==> config.mk <==
export PLATFORM = sky130hd
export DESIGN_NAME = fifo_wptr_full
export DESIGN_NICKNAME = d
export VERILOG_FILES = /design/src/rtl/fifo_wptr_full.sv
export SDC_FILE = /design/constraint.sdc
export NUM_CORES = 1
export LEC_CHECK = 0
export ABC_AREA = 0
export BUFFER_PORTS_ARGS = -buffer_cell sky130_fd_sc_hd__buf_2
export CAP_MARGIN = 15
export CORE_MARGIN = 2
export CORE_UTILIZATION = 40
export CTS_CLUSTER_DIAMETER = 200
export DETAILED_ROUTE_END_ITERATION = 7
export PLACE_DENSITY = 0.64
export SKIP_CTS_REPAIR_TIMING = 1
export SLEW_MARGIN = 20
export SYNTH_ARGS = -nofsm -noshare
export SYNTH_HDL_FRONTEND = slang
export SYNTH_SLANG_ARGS = --single-unit
==> constraint.sdc <==
create_clock -name wr_clk -period 8.1 [get_ports wr_clk]
set_input_delay 1.62 -clock wr_clk [delete_from_list [all_inputs] [get_ports wr_clk]]
set_output_delay 1.62 -clock wr_clk [all_outputs]
set_load 0.05 [all_outputs]
==> src/rtl/fifo_wptr_full.sv <==
// Write-side pointer and full-flag logic of an asynchronous FIFO, entirely in the wr_clk domain.
// Optional registered almost-full flag is enabled with `define FIFO_WPTR_ALMOST_FULL_EN.
module fifo_wptr_full #(
  parameter int FIFO_addr = 5,
  parameter int AF_THRESH = 12
) (
  input  logic                 wr_clk,
  input  logic                 wr_reset,
  input  logic                 wr_en,
  input  logic [FIFO_addr-1:0] rd_ptr_gr_syn,
  output logic [FIFO_addr-1:0] wr_ptr,
  output logic [FIFO_addr-1:0] wr_ptr_gr,
  output logic                 wr_mem_en,
  output logic                 wr_full,
  output logic [FIFO_addr-1:0] wr_level,
  output logic                 wr_overflow,
  output logic                 wr_almost_full
);

  localparam int MSB   = FIFO_addr - 1;
  localparam int DEPTH = 1 << (FIFO_addr - 1);

  if (AF_THRESH < 1 || AF_THRESH > DEPTH) begin : g_af_thresh_check
    $error("fifo_wptr_full: AF_THRESH out of range 1..DEPTH");
  end

  logic [MSB:0] rd_bin;
  logic [MSB:0] wr_ptr_next;
  logic [MSB:0] level_next;
  logic         full_c;
  logic         accept;

  // Gray-to-binary: each binary bit is the XOR of all Gray bits at or above it.
  always_comb begin
    rd_bin = '0;
    for (int i = 0; i <= MSB; i++) begin
      rd_bin[i] = ^(rd_ptr_gr_syn >> i);
    end
  end

  // wr_en is a request; it is accepted (and strobes memory) only while not full.
  assign full_c      = (wr_ptr[MSB] != rd_bin[MSB]) && (wr_ptr[MSB-1:0] == rd_bin[MSB-1:0]);
  assign accept      = wr_en && !full_c;
  assign wr_mem_en   = accept;
  assign wr_ptr_next = wr_ptr + {{MSB{1'b0}}, accept};
  assign level_next  = wr_ptr_next - rd_bin;
  assign wr_ptr_gr   = wr_ptr ^ (wr_ptr >> 1);

  always_ff @(posedge wr_clk) begin
    if (wr_reset) begin
      wr_ptr      <= '0;
      wr_full     <= 1'b0;
      wr_level    <= '0;
      wr_overflow <= 1'b0;
    end else begin
      wr_ptr   <= wr_ptr_next;
      wr_full  <= full_c;
      wr_level <= level_next;
      if (wr_en && full_c) begin
        wr_overflow <= 1'b1;
      end
    end
  end

`ifdef FIFO_WPTR_ALMOST_FULL_EN
  localparam logic [MSB:0] AF_T = FIFO_addr'(AF_THRESH);

  always_ff @(posedge wr_clk) begin
    if (wr_reset) begin
      wr_almost_full <= 1'b0;
    end else begin
      wr_almost_full <= (level_next >= AF_T);
    end
  end
`else
  assign wr_almost_full = 1'b0;
`endif

endmodule
## After elaboration in Yosys (flattened, before gate mapping)

Cells that the tools add are included.

| cells by class | value |
|---|---|
| add/sub/neg operators | 2 |
| eq/ne operators | 2 |
| bitwise logic cells | 1 |
| reductions and logical operators | 9 |

Operators with widths:

| cell | number |
|---|---|
| 5-bit XOR reduction | 5 |
| 5-bit by 1-bit adder with 5-bit output | 1 |
| 5-bit subtractor | 1 |
| 5-bit by 4-bit bitwise XOR with 5-bit output | 1 |
| 4-bit == test | 1 |
| 1-bit logical AND | 3 |
| 1-bit logical NOT | 1 |
| 1-bit != test | 1 |

| word-level totals | value |
|---|---|
| register bits after elaboration | 12 |
| bits of input ports | 8 |
| output and inout bits | 19 |
| logic and storage cells | 18 |

## Depth between registers and ports, before layout

Gate-level depths: netlist of the first run.

| logic depth | value |
|---|---|
| depth in word-level cells | 7 |
| gate-level depth with buffers | 13 |
| depth with buffers taken out | 13 |

## Worst setup path before layout of the first run

OpenSTA, ideal clock, no wires.

| path | value |
|---|---|
| kind | input to register |
| start point | input rd_ptr_gr_syn[4] |
| end point | register wr_level[4] |
| library setup time | 0.065 ns |
| arrival | 4.462 ns |
| required time | 8.035 ns |
| path slack | 3.572 ns |
| stages | 13 |
| buffers on the path | 0 |
| cell sequence | xnor2_2 xnor2_2 mux2i_1 o21a_1 ha_1 inv_1 ha_1 inv_1 fa_1 a21o_1 a21oi_1 xor3_1 nor2_1 |

| on the way | value |
|---|---|
| longest elaborated chain between the ends | 7 |
| elaborated cells on any way between the ends | 12 |
| those cells by class | add/sub (2); eq/ne (2); reduce/logical (8) |

Ends and longest elaborated chain:

| item | RTL line | text |
|---|---|---|
| start: declaration | 10 | `input logic [FIFO_addr-1:0] rd_ptr_gr_syn,` |
| 5-bit XOR reduction | 37 | `rd_bin[i] = ^(rd_ptr_gr_syn >> i);` |
| 4-bit == test / 1-bit != test (equally long branches) | 42 | `assign full_c = (wr_ptr[MSB] != rd_bin[MSB]) && (wr_ptr[MSB-1:0] == rd_bin[MSB-1:0]);` |
| 1-bit logical AND * | 42 |  |
| 1-bit logical NOT * | 43 | `assign accept = wr_en && !full_c;` |
| 1-bit logical AND * | 43 |  |
| net wr_mem_en | 13 | `output logic wr_mem_en,` |
| 5-bit by 1-bit adder with 5-bit output * | 45 | `assign wr_ptr_next = wr_ptr + {{MSB{1'b0}}, accept};` |
| net wr_ptr_next[0] | 28 | `logic [MSB:0] wr_ptr_next;` |
| 5-bit subtractor * | 46 | `assign level_next = wr_ptr_next - rd_bin;` |
| end signal: assignment | 58 | `wr_level <= level_next;` |
| end: declaration | 15 | `output logic [FIFO_addr-1:0] wr_level,` |

Mark *: on every way through the listed nets, which the timed path passes. The rest lies on a longest branch.
A chain may end at the register's enable or synchronous reset.

## Worst setup path in the final report of the first run

| path | value |
|---|---|
| start point | input rd_ptr_gr_syn[4] |
| end point | output wr_mem_en |

| on the way | value |
|---|---|
| longest elaborated chain between the ends | 5 |
| elaborated cells on any way between the ends | 10 |
| those cells by class | eq/ne (2); reduce/logical (8) |

Ends and longest elaborated chain:

| item | RTL line |
|---|---|
| 5-bit XOR reduction | 37 |
| 4-bit == test / 1-bit != test (equally long branches) | 42 |
| 1-bit logical AND * | 42 |
| 1-bit logical NOT * | 43 |
| 1-bit logical AND * | 43 |
| end: declaration | 13 |

Mark *: on every way between the ends. The rest lies on a longest branch, timed or not.

==> results of run 1 <==
==> flip-flops by register name (all words and copies together) (netlist names) <==
name	flops
wr_ptr	5
wr_overflow	1
wr_level	5
wr_full	1
==> power by group through the flow <==
stage | clock network [W] | logic (W) | registers [W]
floorplan | 0 | 0.0000444 | 0.0000969
finish | 0.0000473 | 0.0000868 | 0.0000695
global route | 0.0000525 | 0.0000947 | 0.0000705
CTS | 0.0000487 | 0.0000883 | 0.0000697
detailed placement | 0 | 0.0000880 | 0.0000710
global placement | 0 | 0.0000874 | 0.0000706
==> cell usage after synthesis (2+ instances only) <==
cell and instances:
xnor2_2 2, xor2_1 6, mux2i_1 3, ha_1 8, dfxtp_1 12, inv_1 4, xnor2_1 5, buf_4 2
nor3_1 2, nor2_1 6, nand2_1 3, nor2b_1 6, nand2b_1 2
==> layer usage <==
metal  track usage [%]  vias to the layer above  wire length (um)
met5                 0                        -                 0
met4              8.11                        0                18
met3              2.26                        2                79
met2              22.9                       21               639
met1              19.8                      261               628
li1                  -                      302                 -
==> worst max-delay path by stage <==
stage,start,endpoint,slack [ns],cells after the start
after floorplan,rd_ptr_gr_syn[4],wr_level[4]$_SDFF_PP0_,3.57,13
after global placement,rd_ptr_gr_syn[4],wr_mem_en,3.47,6
after detailed placement,rd_ptr_gr_syn[4],wr_mem_en,3.44,6
after CTS,rd_ptr_gr_syn[4],wr_mem_en,3.42,6
after global routing,rd_ptr_gr_syn[4],wr_mem_en,3.32,6
final,rd_ptr_gr_syn[4],wr_mem_en,3.44,6
==> cells by family after synthesis <==
family                   count (synthesis)  synth area share (%)
XOR/XNOR                                14                  19.9
buffers and inverters                    7                  4.41
AO/OA/AOI/OAI                            7                  7.35
other                                    1                 0.490
adder cells (fa/ha/maj)                  9                  15.7
multiplexers                             3                  3.92
flip-flops                              12                  31.4
AND/OR/NAND/NOR                         24                  16.8
==> area by class of cell <==
class / count / area share [%]
clock buffer: 4 / 3.86
tap: 25 / 3.33
sequential: 12 / 25.6
inverter: 4 / 1.60
multi-input combinational: 58 / 52.3
timing repair buffer: 25 / 13.3
==> critical path, cell delays in order <==
cell     delay (ns)
buf_2          0.13
xnor2_2        0.18
xnor2_2        0.32
mux2i_1        0.35
o21a_1         0.17
buf_2          0.26
==> metrics by stage <==
stage / utilization, % / setup slack (ns) / cells / power, W / hold slack [ns]
after CTS: 53.3 / 3.42 / 128 / 0.000207 / 0.474
after detailed placement: 51.2 / 3.44 / 124 / 0.000159 / 0.456
final: 53.3 / 3.44 / 128 / 0.000204 / 0.470
after global placement: 51.2 / 3.47 / 124 / 0.000158 / 0.463
after global routing: 53.3 / 3.32 / 128 / 0.000218 / 0.511
after floorplan: - / 3.57 / 77 / 0.000141 / 0.695
==> results.json, run 1 <==
{
  "nNetsFinal": 121,
  "syn_area_sq_um": 766,
  "postSynthCellCount": 77,
  "ys_async_sr_fraction_pct": 0,
  "cp_max_fo": 4,
  "hold_viol_final": 0,
  "leakage_nw": 0.509,
  "routed_wl_mm": 1.37,
  "seq_area_frac_synth_pct": 31.4,
  "maxCapViolations": 0,
  "fin_tns_setup_ns": 0,
  "drc_errors": 0,
  "numPortBuffers": 25,
  "start_util_pct": 43.4,
  "final_common_cell": "buf_2",
  "arrival_ns": 3.04,
  "netlist_top_cells_area": "dfxtp_1 (31%), ha_1 (13%), xor2_1 (6.9%), xnor2_1 (5.7%), nor2b_1 (4.9%)",
  "grt.total_usage_pct": 14.8,
  "period_needed_ns": 4.66,
  "synth_edf_count": 0,
  "multi_input_area_sq_um": 492,
  "clkPwrFrac_pct": 23.2,
  "yosys.area.top_type_share_pct": 31.4,
  "final_cell_mix": "buf_2 (25), dfxtp_1 (12), ha_1 (8)",
  "share_comb_of_total_power_pct": 42.6,
  "die_h_um": 47.8,
  "grt_pass1_wl_mm": 2.24,
  "dpl_cell_area_sq_um": 903,
  "dieArea_sq_um": 2280,
  "cp-start-kind": "input pin",
  "cts_tree": "yes",
  "yosysWarnings": 0,
  "cp.required_ns": 6.48,
  "syn_to_final_growth_pct": 22.7,
  "period_share_pct": 57.5,
  "fmax_ghz": 0.215,
  "r2r-end": "wr_level[4]$_SDFF_PP0_",
  "p_int_w": 0.000122,
  "io_pins": 27,
  "drt_iter0_drc": 0,
  "syn-mean-instance-area_sq_um": 9.94,
  "crit_type": "in -> out",
  "dr.pass1.iters": 1,
  "fin_skew_ns": 0.00685,
  "postLayoutCellArea_sq_um": 940,
  "p_sw_w": 0.0000814,
  "ys_seq_elements": 12,
  "core_sq_um": 1760,
  "setup_viol": 0,
  "reg2reg_depth": 11,
  "swShare_pct": 40.0,
  "drive_above_1_share_pct": 32.0,
  "seq_power_share_pct": 34.1,
  "num_rows": 15,
  "cp-end-kind": "output port",
  "htreeDepth": 1,
  "diodes": 0,
  "ir_drop_mv": 0.129,
  "final-seq-area_sq_um": 240,
  "reg2reg_slack_ns": 5.04,
  "clkSlewWorstSetupHoldPaths_ns": 0.07,
  "cts_inserted_buffers": 3,
  "grt_max_degree": 14,
  "fill_cells": 198,
  "vias": 586,
  "gp_congestion": 0.665,
  "synth_nets": 94,
  "cts-root-buf": "clkbuf_4",
  "synth.distinct_cells": 29,
  "postRouteAntennaNets": 0,
  "p_per_area_nw_per_um2": 217,
  "die_w_um": 47.8,
  "drv_slew": 0,
  "clock-sinks": 12,
  "status": "completed",
  "r2r_start": "wr_ptr[2]$_SDFF_PP0_",
  "hpwl_mm": 1.13,
  "hp-start": "wr_overflow$_SDFFE_PP0P_",
  "antenna_found_initial": 0,
  "via_per_inst": 4.58,
  "rsz0062_at_grt": "no",
  "grt_remaining_overflow": 0,
  "clock_latency_ns": 0.27,
  "post_drt_wl_per_cell_um": 10.7,
  "whs_path_depth": 2,
  "cts_buffer_depth": 2,
  "hold_end": "wr_overflow$_SDFFE_PP0P_",
  "synth_area_leader_cell": "dfxtp_1",
  "grt_pass1_vias": 506,
  "hp-class": "reg -> reg",
  "ys.flop_type": "dfxtp_1"
}
Note: power is estimated with default switching activity, not from simulation.
==> run 2: changes to the inputs <==
--- a/config.mk
+++ b/config.mk
@@ -5,14 +5,14 @@
 export SDC_FILE = /design/constraint.sdc
 export NUM_CORES = 1
 export LEC_CHECK = 0
-export ABC_AREA = 0
+export ABC_AREA = 1
 export BUFFER_PORTS_ARGS = -buffer_cell sky130_fd_sc_hd__buf_2
 export CAP_MARGIN = 15
 export CORE_MARGIN = 2
 export CORE_UTILIZATION = 40
 export CTS_CLUSTER_DIAMETER = 200
 export DETAILED_ROUTE_END_ITERATION = 7
-export PLACE_DENSITY = 0.64
+export PLACE_DENSITY = 0.66
 export SKIP_CTS_REPAIR_TIMING = 1
 export SLEW_MARGIN = 20
 export SYNTH_ARGS = -nofsm -noshare
==> constraint.sdc (replaced) <==
create_clock -name wr_clk -period 4.1 [get_ports wr_clk]
set_input_delay 0.82 -clock wr_clk [delete_from_list [all_inputs] [get_ports wr_clk]]
set_output_delay 0.82 -clock wr_clk [all_outputs]
set_load 0.05 [all_outputs]
==> run 2 against run 1 <==
Critical endpoint is now wr_level[3]$_SDFF_PP0_. Global-route usage rose by 1.1 points. Core utilization shrank 2.0 points. Sequential power grew 90%.
==> results.json, run 2 <==
{
  "clkPwrFrac_pct": 25.8,
  "cts_buffer_depth": 2,
  "htreeDepth": 1,
  "synthTopCellsByCount": "nand2_1 (29), inv_1 (18), dfxtp_1 (12)",
  "post_drt_wl_per_cell_um": 10.3,
  "share_comb_of_total_power_pct": 38.2,
  "reg2reg_depth": 17,
  "nNetsFinal": 162,
  "cts_tree": "yes",
  "clock_latency_ns": 0.27,
  "hp-class": "reg -> reg",
  "synth_edf_count": 0,
  "cp-end-kind": "flop",
  "drc_errors": 0,
  "fin_skew_ns": 0.000446,
  "vias": 796,
  "grt.total_usage_pct": 16.0,
  "arrival_ns": 3.33,
  "p_sw_w": 0.000149,
  "syn_area_sq_um": 818,
  "die_h_um": 49.2,
  "drive_above_1_share_pct": 27.1,
  "period_needed_ns": 3.13,
  "netlist_top_cells_area": "dfxtp_1 (29%), nand2_1 (13%), ha_1 (12%), inv_1 (8.3%), nand3_1 (6.1%)",
  "ys_async_sr_fraction_pct": 0,
  "p_per_area_nw_per_um2": 369,
  "hpwl_mm": 1.38,
  "core_sq_um": 1940,
  "clock-sinks": 12,
  "fin_cells": 171,
  "ys.flop_type": "dfxtp_1",
  "p_int_w": 0.000219,
  "whs_path_depth": 2,
  "via_per_inst": 4.65,
  "seq_area_frac_synth_pct": 29.4,
  "postRouteAntennaNets": 0,
  "ys_seq_elements": 12,
  "yosysWarnings": 0,
  "maxCapViolations": 0,
  "start_util_pct": 42.1,
  "grt_pass1_vias": 691,
  "die_w_um": 49.2,
  "drt_iter0_drc": 11,
  "hold_viol_final": 0,
  "r2r-end": "wr_level[3]$_SDFF_PP0_",
  "period_share_pct": 76.3,
  "hold_end": "wr_overflow$_SDFFE_PP0P_",
  "num_rows": 16,
  "leakage_nw": 0.596,
  "synth_nets": 135,
  "diodes": 0,
  "grt_pass1_wl_mm": 2.98,
  "cp.required_ns": 4.31,
  "dr.pass1.iters": 4,
  "grt_max_degree": 9,
  "status": "completed",
  "io_pins": 27,
  "hp-start": "wr_overflow$_SDFFE_PP0P_",
  "cp-start-kind": "input pin",
  "swShare_pct": 40.5,
  "grt_remaining_overflow": 0,
  "r2r_start": "wr_ptr[3]$_SDFF_PP0_",
  "syn_to_final_growth_pct": 21.6,
  "ir_drop_mv": 0.258,
  "syn-mean-instance-area_sq_um": 6.93,
  "postSynthCellCount": 118,
  "seq_power_share_pct": 36.0,
  "utilization_pct": 51.2,
  "numPortBuffers": 25,
  "fmax_ghz": 0.320,
  "final_cell_mix": "nand2_1 (29), buf_2 (25), inv_1 (18)",
  "rsz0062_at_grt": "no",
  "yosysMostFrequentCell": "nand2_1",
  "crit_type": "in -> reg",
  "reg2reg_slack_ns": 1.34,
  "startpoint": "rd_ptr_gr_syn[2]",
  "final_common_cell": "nand2_1",
  "cts_inserted_buffers": 3,
  "yosys.area.top_type_share_pct": 29.4,
  "drv_slew": 0,
  "finalPower_w": 0.000367,
  "synth_area_leader_cell": "dfxtp_1",
  "dp.cells": 167,
  "setup_viol": 0,
  "cts-root-buf": "clkbuf_4",
  "gp_congestion": 0.774,
  "fill_cells": 213,
  "synth.distinct_cells": 23,
  "routed_wl_mm": 1.76,
  "cp_max_fo": 4,
  "antenna_found_initial": 0,
  "top_regs": "wr_level (5), wr_ptr (5)",
  "fin_tns_setup_ns": 0,
  "dieArea_sq_um": 2420,
  "clkSlewWorstSetupHoldPaths_ns": 0.08
}
## run 2: worst max path at each step
stage / endpoint / slack (ns)
global route: wr_level[4]$_SDFF_PP0_ / 0.63
detailed placement: wr_level[3]$_SDFF_PP0_ / 0.71
CTS: wr_level[3]$_SDFF_PP0_ / 0.99
global placement: wr_level[4]$_SDFF_PP0_ / 0.77
floorplan: wr_level[4]$_SDFF_PP0_ / 0.37
finish: wr_level[3]$_SDFF_PP0_ / 0.97
## run 2: stage by stage
stage / setup WS, ns / hold slack, ns / instance area, sq um
global placement: 0.771 / 0.440 / 958
CTS: 0.991 / 0.462 / 995
detailed placement: 0.714 / 0.447 / 958
floorplan: 0.370 / 0.674 / 818
global route: 0.635 / 0.482 / 995
finish: 0.973 / 0.461 / 995
## run 2: cell families (layout without fill, tap and decap cells)
| kind of cell | after synthesis | after routing | synth area share (%) |
|---|---|---|---|
| simple gates | 59 | 59 | 32.6 |
| buf+inv | 22 | 48 | 11.0 |
| flops | 12 | 12 | 29.4 |
| compound gates | 10 | 10 | 6.57 |
| fa+ha+maj | 9 | 9 | 14.7 |
| xor+xnor | 5 | 5 | 5.35 |
| other cells | 1 | 1 | 0.458 |
## run 2: worst max-delay path, cell delays in order
cell      delay, ns
buf_2          0.12
inv_1          0.10
nand2_1        0.06
nand2_1        0.09
inv_1          0.06
nand2_2        0.07
nand2_2        0.07
nand2_1        0.06
nand2_1        0.06
nor2_2         0.15
a21boi_1       0.10
ha_1           0.20
ha_1           0.22
or2_2          0.31
nand2_1        0.06
ha_1           0.26
nand2_1        0.08
nand2_1        0.04
a31oi_1        0.18
o21ai_0        0.11
a21oi_1        0.12
## run 2: routing by layer
metal	share of wire, %	routed length [um]	vias up	GRT usage [%]
li1	-	-	416	-
met1	44	781	358	18.8
met2	50	872	20	28.2
met3	5.2	91	2	2.45
met4	0.80	14	0	7.14
met5	0	0	-	0
## run 2: layout make-up
class	instances	area (sq um)	share of cell area, %
timing repair buffer	25	125	12.6
inverter	19	71.3	7.17
sequential	12	240	24.2
tap	27	33.8	3.40
multi-input combinational	84	488	49.1
clock buffer	4	36.3	3.65
## run 2: power groups by stage
stage                     registers [W]  clock network (W)  logic [W]
after global placement         0.000135                  0   0.000138
after detailed placement       0.000135                  0   0.000140
after CTS                      0.000133          0.0000987   0.000141
final                          0.000132          0.0000947   0.000140
after floorplan                0.000173                  0  0.0000734
after global routing           0.000134           0.000103   0.000154
